[config.mk]
export PLATFORM = sky130hd
export DESIGN_NAME = ad7124_spi_responder
export DESIGN_NICKNAME = d
export VERILOG_FILES = /design/src/rtl/ad7124_pkg.sv /design/src/rtl/ad7124_spi_responder_sync_edge.sv /design/src/rtl/ad7124_spi_responder.sv
export SDC_FILE = /design/constraint.sdc
export NUM_CORES = 1
export LEC_CHECK = 0
export BUFFER_PORTS_ARGS = -buffer_cell sky130_fd_sc_hd__clkbuf_2
export CORE_ASPECT_RATIO = 1.75
export CORE_UTILIZATION = 45
export CTS_CLUSTER_SIZE = 25
export DETAILED_ROUTE_END_ITERATION = 10
export MAX_ROUTING_LAYER = met4
export PLACE_DENSITY = 0.62
export SLEW_MARGIN = 20
export SYNTH_ARGS = -nofsm -noshare
export SYNTH_HDL_FRONTEND = slang
export SYNTH_HIERARCHICAL = 1
export SYNTH_SLANG_ARGS = --single-unit
[constraint.sdc]
create_clock -name PL_clk -period 5.3 [get_ports PL_clk]
set_clock_uncertainty 0.2 [all_clocks]
set_input_delay 1.06 -clock PL_clk [delete_from_list [all_inputs] [get_ports PL_clk]]
set_output_delay 1.06 -clock PL_clk [all_outputs]
set_load 0.02 [all_outputs]
[src/rtl/ad7124_pkg.sv]
// Register map, comms-byte layout and FSM state encoding shared by the
// AD7124 SPI responder and its bench-facing helpers.
package ad7124_pkg;

  localparam logic [5:0] ADDR_STATUS      = 6'h00;
  localparam logic [5:0] ADDR_ADC_CONTROL = 6'h01;
  localparam logic [5:0] ADDR_DATA        = 6'h02;
  localparam logic [5:0] ADDR_ID          = 6'h05;

  localparam int STATUS_W   = 8;
  localparam int ADC_CTRL_W = 16;
  localparam int ID_W       = 8;
  localparam int CMD_W      = 8;

  localparam int CMD_WEN_BIT = 7;
  localparam int CMD_RW_BIT  = 6;
  localparam int CMD_ADDR_W  = 6;

  localparam int STATUS_RDY_BIT = 7;
  localparam int STATUS_CH_W    = 4;

  typedef enum logic [2:0] {
    ST_IDLE,
    ST_CMD,
    ST_RD,
    ST_WR,
    ST_IGNORE
  } spi_state_e;

  function automatic logic [STATUS_W-1:0] status_byte(input logic rdy_n,
                                                       input logic [STATUS_CH_W-1:0] ch);
    logic [STATUS_W-1:0] s;
    s = '0;
    s[STATUS_RDY_BIT] = rdy_n;
    s[STATUS_CH_W-1:0] = ch;
    return s;
  endfunction

endpackage

[src/rtl/ad7124_spi_responder_sync_edge.sv]
// Brings the asynchronous SPI pins into PL_clk and derives one-cycle
// SCLK rise/fall and chip-select fall/rise pulses from the synchronized levels.
module spi_slave_sync_edge #(
  parameter int SYNC_STAGES = 2
) (
  input  logic clk,
  input  logic rst,
  input  logic cs_n,
  input  logic sclk,
  input  logic sdi,
  output logic cs_n_s,
  output logic sdi_s,
  output logic sclk_rise,
  output logic sclk_fall,
  output logic cs_fall,
  output logic cs_rise
);

  logic [SYNC_STAGES-1:0] cs_sync_p0;
  logic [SYNC_STAGES-1:0] sclk_sync_p0;
  logic [SYNC_STAGES-1:0] sdi_sync_p0;
  logic                   cs_prev_p1;
  logic                   sclk_prev_p1;
  logic                   sclk_s;

  // Synchronizer chains: pins idle high (CPOL=1, cs deasserted)
  always_ff @(posedge clk) begin
    if (rst) begin
      cs_sync_p0   <= '1;
      sclk_sync_p0 <= '1;
      cs_prev_p1   <= 1'b1;
      sclk_prev_p1 <= 1'b1;
    end else begin
      cs_sync_p0   <= (cs_sync_p0 << 1) | SYNC_STAGES'(cs_n);
      sclk_sync_p0 <= (sclk_sync_p0 << 1) | SYNC_STAGES'(sclk);
      cs_prev_p1   <= cs_n_s;
      sclk_prev_p1 <= sclk_s;
    end
  end

  always_ff @(posedge clk) begin
    sdi_sync_p0 <= (sdi_sync_p0 << 1) | SYNC_STAGES'(sdi);
  end

  // Edge detection on the last synchronizer stage
  assign cs_n_s    = cs_sync_p0[SYNC_STAGES-1];
  assign sclk_s    = sclk_sync_p0[SYNC_STAGES-1];
  assign sdi_s     = sdi_sync_p0[SYNC_STAGES-1];
  assign sclk_rise = sclk_s & ~sclk_prev_p1;
  assign sclk_fall = ~sclk_s & sclk_prev_p1;
  assign cs_fall   = ~cs_n_s & cs_prev_p1;
  assign cs_rise   = cs_n_s & ~cs_prev_p1;

endmodule

[src/rtl/ad7124_spi_responder.sv]
// AD7124-8 serial-interface responder: decodes comms bytes from the TC SPI
// master and serves status, data, ID and ADC_CONTROL from an on-chip sample stream.
module ad7124_spi_responder
  import ad7124_pkg::*;
#(
  parameter int          DATA_WD      = 24,
  parameter logic [7:0]  ID_VALUE     = 8'h14,
  parameter int          SYNC_STAGES  = 2,
  parameter logic [15:0] ADC_CTRL_RST = 16'h0000
) (
  input  logic               PL_clk,
  input  logic               PL_USER_RST,
  input  logic               TC_cs_n,
  input  logic               TC_sclk,
  input  logic               TC_sdi,
  output logic               TC_sdo,
  output logic               TC_sdo_oe,
  input  logic               sample_valid,
  input  logic [DATA_WD-1:0] sample_data,
  input  logic [3:0]         sample_ch,
  output logic               rdy_n,
  output logic [15:0]        adc_control,
  output logic               rd_data_done,
  output logic               overrun
);

  localparam logic [7:0] CMD_LAST  = 8'(CMD_W - 1);
  localparam logic [7:0] WR_LAST   = 8'(ADC_CTRL_W - 1);
  localparam logic [7:0] DATA_LAST = 8'(DATA_WD - 1);

  logic cs_n_s, sdi_s, sclk_rise, sclk_fall, cs_fall, cs_rise;

  spi_slave_sync_edge #(
    .SYNC_STAGES(SYNC_STAGES)
  ) u_sync (
    .clk      (PL_clk),
    .rst      (PL_USER_RST),
    .cs_n     (TC_cs_n),
    .sclk     (TC_sclk),
    .sdi      (TC_sdi),
    .cs_n_s   (cs_n_s),
    .sdi_s    (sdi_s),
    .sclk_rise(sclk_rise),
    .sclk_fall(sclk_fall),
    .cs_fall  (cs_fall),
    .cs_rise  (cs_rise)
  );

  spi_state_e               state;
  logic [7:0]               bit_cnt;
  logic [CMD_W-2:0]         cmd_sr;
  logic [ADC_CTRL_W-2:0]    wr_sr;
  logic [DATA_WD-1:0]       out_sr;
  logic [DATA_WD-1:0]       data_reg;
  logic [STATUS_CH_W-1:0]   ch_reg;
  logic                     rd_is_data;
  logic                     new_since_snap;

  logic [CMD_W-1:0]         cmd_byte;
  logic [CMD_ADDR_W-1:0]    cmd_addr;
  logic                     cmd_done;
  logic                     rd_ok;
  logic                     wr_ok;
  logic                     load_data;
  logic                     rd_done_set;
  logic [DATA_WD-1:0]       snap;

  assign cmd_byte = {cmd_sr, sdi_s};
  assign cmd_addr = cmd_byte[CMD_ADDR_W-1:0];
  assign cmd_done = (state == ST_CMD) && sclk_rise && !cs_n_s && (bit_cnt == CMD_LAST);

  always_comb begin
    rd_ok = 1'b0;
    wr_ok = 1'b0;
    if (!cmd_byte[CMD_WEN_BIT]) begin
      if (cmd_byte[CMD_RW_BIT])
        rd_ok = (cmd_addr == ADDR_STATUS) || (cmd_addr == ADDR_ADC_CONTROL) ||
                (cmd_addr == ADDR_DATA) || (cmd_addr == ADDR_ID);
      else
        wr_ok = (cmd_addr == ADDR_ADC_CONTROL);
    end
  end

  // Snapshot is left-aligned and padded with ones so the tail of an over-long read idles high
  always_comb begin
    snap = '1;
    case (cmd_addr)
      ADDR_STATUS:      snap[DATA_WD-1 -: STATUS_W]   = status_byte(rdy_n, ch_reg);
      ADDR_ADC_CONTROL: snap[DATA_WD-1 -: ADC_CTRL_W] = adc_control;
      ADDR_DATA:        snap                          = data_reg;
      ADDR_ID:          snap[DATA_WD-1 -: ID_W]       = ID_VALUE;
      default:          ;
    endcase
  end

  assign load_data   = cmd_done && rd_ok && (cmd_addr == ADDR_DATA);
  assign rd_done_set = (state == ST_RD) && rd_is_data && sclk_rise && !cs_n_s &&
                       (bit_cnt == DATA_LAST);

  // Sample capture and RDY tracking; a sample that lands during a data read keeps RDY low
  always_ff @(posedge PL_clk) begin
    if (PL_USER_RST) begin
      data_reg       <= '0;
      ch_reg         <= '0;
      rdy_n          <= 1'b1;
      new_since_snap <= 1'b0;
      overrun        <= 1'b0;
      rd_data_done   <= 1'b0;
    end else begin
      overrun      <= sample_valid & ~rdy_n;
      rd_data_done <= rd_done_set;
      if (sample_valid) begin
        data_reg <= sample_data;
        ch_reg   <= sample_ch;
        rdy_n    <= 1'b0;
      end else if (rd_done_set && !new_since_snap) begin
        rdy_n <= 1'b1;
      end
      if (sample_valid)
        new_since_snap <= 1'b1;
      else if (load_data)
        new_since_snap <= 1'b0;
    end
  end

  always_ff @(posedge PL_clk) begin
    if (PL_USER_RST) begin
      state       <= ST_IDLE;
      bit_cnt     <= '0;
      cmd_sr      <= '0;
      wr_sr       <= '0;
      out_sr      <= '1;
      rd_is_data  <= 1'b0;
      TC_sdo      <= 1'b1;
      TC_sdo_oe   <= 1'b0;
      adc_control <= ADC_CTRL_RST;
    end else if (cs_n_s || cs_rise) begin
      state     <= ST_IDLE;
      TC_sdo    <= 1'b1;
      TC_sdo_oe <= 1'b0;
    end else begin
      TC_sdo_oe <= 1'b1;
      case (state)
        ST_IDLE: begin
          TC_sdo <= rdy_n;
          if (cs_fall) begin
            bit_cnt <= '0;
            state   <= ST_CMD;
          end
        end
        ST_CMD: begin
          TC_sdo <= rdy_n;
          if (sclk_rise) begin
            cmd_sr  <= cmd_byte[CMD_W-2:0];
            bit_cnt <= bit_cnt + 8'd1;
            if (cmd_done) begin
              bit_cnt    <= '0;
              rd_is_data <= (cmd_addr == ADDR_DATA);
              if (rd_ok) begin
                out_sr <= snap;
                state  <= ST_RD;
              end else if (wr_ok) begin
                state <= ST_WR;
              end else begin
                state <= ST_IGNORE;
              end
            end
          end
        end
        ST_RD: begin
          if (sclk_fall) begin
            TC_sdo <= out_sr[DATA_WD-1];
            out_sr <= {out_sr[DATA_WD-2:0], 1'b1};
          end
          if (sclk_rise && bit_cnt != 8'hFF)
            bit_cnt <= bit_cnt + 8'd1;
        end
        ST_WR: begin
          TC_sdo <= 1'b1;
          if (sclk_rise) begin
            wr_sr   <= {wr_sr[ADC_CTRL_W-3:0], sdi_s};
            bit_cnt <= bit_cnt + 8'd1;
            if (bit_cnt == WR_LAST) begin
              adc_control <= {wr_sr, sdi_s};
              state       <= ST_IGNORE;
            end
          end
        end
        default: begin
          TC_sdo <= 1'b1;
        end
      endcase
    end
  end

endmodule
Word level (Yosys, flattened, before mapping)
Index checks and enable logic that the tools add are counted.
{ "totals": {"elab_cells": 119, "ram_bits": 0, "latch_bits": 0, "rom_bits": 0, "out_inout_bits": 21, "regBits": 116, "mem_count": 0, "inputBits": 34} }
{ "classes": {"bitwise": 14, "n_addsub": 1, "shift": 0, "eq_ne": 18, "mul": 0, "order_cmp": 0, "n_div": 0, "muxes": 33, "reduce_logical": 33} }
{ "ops": {"columns": ["op", "count"], "rows": [
  ["24-bit two-way mux", 4],
  ["8-bit case mux with 4 select lines", 2],
  ["8-bit two-way mux", 6],
  ["24-bit case mux with 2 select lines", 1],
  ["3-bit two-way mux", 7],
  ["6-bit AND reduction", 3],
  ["8-bit case mux with 2 select lines", 1],
  ["2-bit inequality test (second input constant)", 7],
  ["1-bit logical AND", 11],
  ["1-bit two-way mux", 10],
  ["3-bit case mux with 3 select lines", 1],
  ["8-bit by 1-bit adder with 8-bit output (second input constant)", 1],
  ["8-bit by 3-bit == test with 1-bit output (second input constant)", 1],
  ["8-bit by 4-bit == test with 1-bit output (second input constant)", 1],
  ["8-bit by 5-bit == test with 1-bit output (second input constant)", 1],
  ["8-bit inequality test (second input constant)", 1],
  ["4-bit AND reduction", 2],
  ["3-bit by 2-bit == test with 1-bit output (second input constant)", 2],
  ["6-bit by 1-bit == test with 1-bit output (second input constant)", 1],
  ["6-bit by 2-bit == test with 1-bit output (second input constant)", 1],
  ["6-bit by 3-bit == test with 1-bit output (second input constant)", 1],
  ["6-bit logical NOT", 1],
  ["1-bit NOT", 6],
  ["2-bit by 1-bit bitwise OR with 2-bit output", 3],
  ["12 further kinds", 24]
]} }

Logic depth before layout (Yosys ltp)
{ "depth": {"ltp_word": 10, "depth_mapped": 8, "ltp_nobuf": 6} }

Modules after synthesis
The synthesis kept the hierarchy.
{ "modules_own_cells": {"columns": ["mod", "cells_per_inst", "area_each_um2", "instances"], "rows": [
  ["ad7124_spi_responder", 549, 4683.2, 1],
  ["spi_slave_sync_edge", 18, 222.7, 1]
]} }

Worst setup path before layout
No wires, ideal clock.
{ "synth_timing": {"path_type": "register to register", "from": "reg u_sync.sclk_sync_p0[1]", "to": "reg out_sr[21]", "setup_slack_ns": 2.857, "arrival_time_ns": 2.148, "n_path_buf": 2, "path_stages_with_launch": 9, "path_cell_list": "dfxtp_1 -> nor2b_1 -> or4b_1 -> nor4_2 -> a21oi_1 -> or2_1 -> buf_2 -> buf_6 -> o311ai_1"} }
{ "synth_between": {"elab_chain_cells": 6} }
{ "synth_lines": {"columns": ["element", "line_no", "source"], "rows": [
  ["from (decl)", "ad7124_spi_responder_sync_edge.sv:20", "logic [SYNC_STAGES-1:0] sclk_sync_p0;"],
  ["from (signal assigned)", "ad7124_spi_responder_sync_edge.sv:35", "sclk_sync_p0 <= (sclk_sync_p0 << 1) | SYNC_STAGES'(sclk);"],
  ["1-bit bitwise AND *", "ad7124_spi_responder_sync_edge.sv:49", "assign sclk_rise = sclk_s & ~sclk_prev_p1;"],
  ["net sclk_rise", "ad7124_spi_responder.sv:31", "logic cs_n_s, sdi_s, sclk_rise, sclk_fall, cs_fall, cs_rise;"],
  ["1-bit logical AND (3 in series)", "ad7124_spi_responder.sv:70", "assign cmd_done = (state == ST_CMD) && sclk_rise && !cs_n_s && (bit_cnt == CMD_LAST);"],
  ["2-bit inequality test (no line)", null, null],
  ["6-bit AND reduction (no line) *", null, null],
  ["to (signal assigned)", "ad7124_spi_responder.sv:160", "out_sr <= snap;"],
  ["to (signal assigned)", "ad7124_spi_responder.sv:173", "out_sr <= {out_sr[DATA_WD-2:0], 1'b1};"],
  ["to (decl)", "ad7124_spi_responder.sv:53", "logic [DATA_WD-1:0] out_sr;"]
]} }
The timed path passes the listed nets; every way through them passes the cells marked *.
A chain may end at the register's enable or synchronous reset.

Worst setup path in the final report
{ "layout_timing": {"from": "reg u_sync.sclk_sync_p0[1]", "to": "reg out_sr[4]"} }
Same word-level chain as after synthesis.

==> impl_metrics.csv <==
group,metric,value,unit
clocking,cts_hold_buf,0,
worst_setup_path,endpoint,"out_sr[4]$_SDFFE_PP1P_",
route,drc_errors,0,
route,drt_iter0_markers,271,
synth,synth.distinct_cells,54,
synth,synthTopCellsByCount,"dfxtp_1, nand2_1, nor2_1",
synth,avgSynthCellArea,8.652,µm²
synth,synth_area_leaders,"dfxtp_1, mux2i_1, nand2_1",
route,routed_via_density,5.619,
worst_setup_path,path_cells,"nor2b_1, or4b_1, nor4_2, a21oi_1, or2_1, o311ai_0",
placed_design,port_buffers,54,
finish,instances_no_fill,746,
synth,ys_async_sr_fraction,0,
synth,ys_ff_latch,116,
die,coreArea,10640,µm²
sta,rsz0062_at_grt,"false",
die,start_util,0.4613,
global_routing,grt_antenna_before_repair,0,
job,cap_violations,0,
worst_setup_path,r2r-end,"out_sr[4]$_SDFFE_PP1P_",
pwr,leakage,2.265,nW
clocking,cts_made_buffers,17,
clocking,cts_tree,"yes",
sta,tightest_slew,982.7,ps
finish,synthToLayoutAreaGrowth,17.16,%
finish,drive_gt1_frac,0.1623,
clocking,cts_root_buf,"clkbuf_16",
clocking,cts_resized,0,
worst_setup_path,critPathMaxFanout,24,
clocking,cts.htree.levels,4,
route,drt-total-wl,11970,µm
clocking,worst_setup_hold_path_clk_slew,50,ps
synth,synth.mux.area_fraction,0.1023,
status,status,"completed",
finish,fin_nets,638,
synth,synthXorXnorAreaFrac,0,
synth,synth_cells,567,
route,drt_first_pass_iters,5,
worst_setup_path,critPathMaxStageDelay,680,ps
synth,yosysWarningCount,6,
global_routing,gr-usage-all-layers,0.2306,
synth,synth.top_cell.area_share,0.4733,
clocking,cts_sinks,116,
sta,setup-tns-final,0,ps
die,die_y,140.1,µm
finish,fin_area,5748,µm²
worst_setup_path,worstSetupEndpointType,"flip-flop",
synth,synth_edf_count,0,
placed_design,dp_hpwl,8254,µm
die,io_pins,55,
sta,post-route-period-util,0.6331,
worst_setup_path,path_class,"reg -> reg",
synth,synth_compound_area_frac,0.1510,
synth,synth_most_common_cell,"dfxtp_1",
sta,slew_violations,0,
worst_setup_path,worst_setup_path_start_kind,"flip-flop",
route,via_count,4192,
min_path,hp-class,"reg -> reg",
synth,synth-simple-area-share,0.2311,
synth,synthAdderAreaFrac,0.002550,
global_routing,grt.overflow.total,0,
synth,synth_area,4906,µm²
die,die_w,80.93,µm
die,die_area,11340,µm²
sta,final_hold_viol_count,0,
worst_setup_path,cp_data_required_time,5380,ps
global_routing,grt_pass1_wl,19310,µm
route,detail-route-antenna-nets,0,
finish,antenna_cells,0,
route,wl_per_cell,16.04,µm
synth,syn-num-nets,602,
synth,synth_top_area_cell,"dfxtp_1",
worst_setup_path,arrival,3440,ps
die,rows,50,
worst_setup_path,rr_startpoint,"u_sync/sclk_sync_p0[1]$_SDFF_PP1_",
worst_setup_path,cp_slowest_cell,"or2_1",
clocking,insertion_delay,410,ps
synth,ys_seq_area_frac,0.4733,
synth,synth_top_family_by_area,"simple AND/OR/NAND/NOR gates",
clocking,cts_max_path_buffers,2,
sta,fmax,0.2980,GHz
synth,ys.flop_type,"dfxtp_1",
sta,setup-violations-final,0,
sta,slew_headroom,0.3433,
worst_setup_path,reg2reg_depth,6,
global_routing,grt_max_degree,76,
clocking,postCtsSetupRepairBufs,0,
placed_design,place.gp.congestion,0.8369,
worst_setup_path,rrSetupSlack,1940,ps
global_routing,grt_pass1_vias,4017,
placed_design,place_area,5206,µm²
pwr,powerDensity,351.2,nW/µm²
sta,finalCriticalPeriod,3356,ps
worst_setup_path,crit_start,"u_sync/sclk_sync_p0[1]$_SDFF_PP1_",
pwr,irDropWorstVdd,0.2360,mV
placed_design,place_inst,714,
==> logic make-up (layout without fill, tap and decap cells) <==
family	Yosys count	after routing
and+or+nand+nor	240	240
adders and majority gates	1	1
DFF	116	116
muxes	50	50
buffers and inverters	47	96
AOI/OAI and AO/OA	113	113
==> per-stage QoR <==
stage	util	worst slack, ps	hold WS, ps	power, mW
floorplan	-	2857	109.6	0.9719
global placement	0.4895	2180	112.0	0.9988
detailed placement	0.4895	1984	114.6	1.001
CTS	0.5405	1959	126.9	2.035
global route	0.5405	1604	129.7	2.087
finish	0.5405	1944	125.0	2.019
==> cell type report <==
type	instances	area, µm²
inverters	7	26.28
multi-input cells	404	2402
repair buffers	57	292.8
clock buffers	17	425.4
flip-flops and latches	116	2322
clock inverters	15	116.4
fillers	1004	4887
well taps	130	162.7
==> power breakdown <==
group          leakage (nW)  internal (mW)  total [mW]  switching, mW
Combinational          1.06         0.0352      0.0816         0.0464
Clock                 0.260          0.636        1.04          0.401
Sequential            0.944          0.890       0.901         0.0107
Total                  2.27           1.56        2.02          0.458
==> critical path: cells and delay by family (launching register included) <==
kind / cells / cell delay (ps)
and+or+nand+nor: 4 / 1840
DFF: 1 / 330
AOI/OAI and AO/OA: 2 / 860
==> metal layers <==
metal / up-vias / wire, µm / track usage
li1: 2088 / - / -
met2: 100 / 6168 / 0.3790
met5: - / 0 / -
met3: 32 / 402 / 0.05212
met4: 0 / 450 / 0.1194
met1: 1972 / 4944 / 0.2537
==> how the worst min path moves through the flow <==
stage,slack [ps],startpoint,depth (start not counted),endpoint
finish,120,u_sync/sdi_sync_p0[0]$_DFF_P_,0,u_sync/sdi_sync_p0[1]$_DFF_P_
global route,130,u_sync/sdi_sync_p0[0]$_DFF_P_,0,u_sync/sdi_sync_p0[1]$_DFF_P_
CTS,130,u_sync/sdi_sync_p0[0]$_DFF_P_,0,u_sync/sdi_sync_p0[1]$_DFF_P_
detailed placement,110,u_sync/sdi_sync_p0[0]$_DFF_P_,0,u_sync/sdi_sync_p0[1]$_DFF_P_
global placement,110,u_sync/sdi_sync_p0[0]$_DFF_P_,0,u_sync/sdi_sync_p0[1]$_DFF_P_
floorplan,110,u_sync/sdi_sync_p0[0]$_DFF_P_,0,u_sync/sdi_sync_p0[1]$_DFF_P_
==> cells in the final DEF (no fill, tap or decap), drive strengths merged, types with 2 or more instances in the layout <==
cell      Yosys  layout
or4           2       2
o311ai       14      14
nor3         17      17
a221oi        2       2
a21oi        43      43
a211oi        5       5
o32ai         3       3
o221ai        8       8
nor2         68      68
or3b          3       3
o2111ai       2       2
clkinv        0       8
mux2i        49      49
and3         10      10
a31oi         3       3
nor4          5       5
o41a          2       2
nand3b        2       2
nand3        16      16
o211ai        2       2
nand4         3       3
nand2        80      80
inv           7       8
or4b          2       2
or2          11      11
dfxtp       116     116
nor2b         8       8
nor3b         3       3
or3           7       7
o21ai        19      19
buf          10       4
clkinvlp      0       5
clkbuf       30      70
Note: power is estimated with default switching activity, not from simulation.
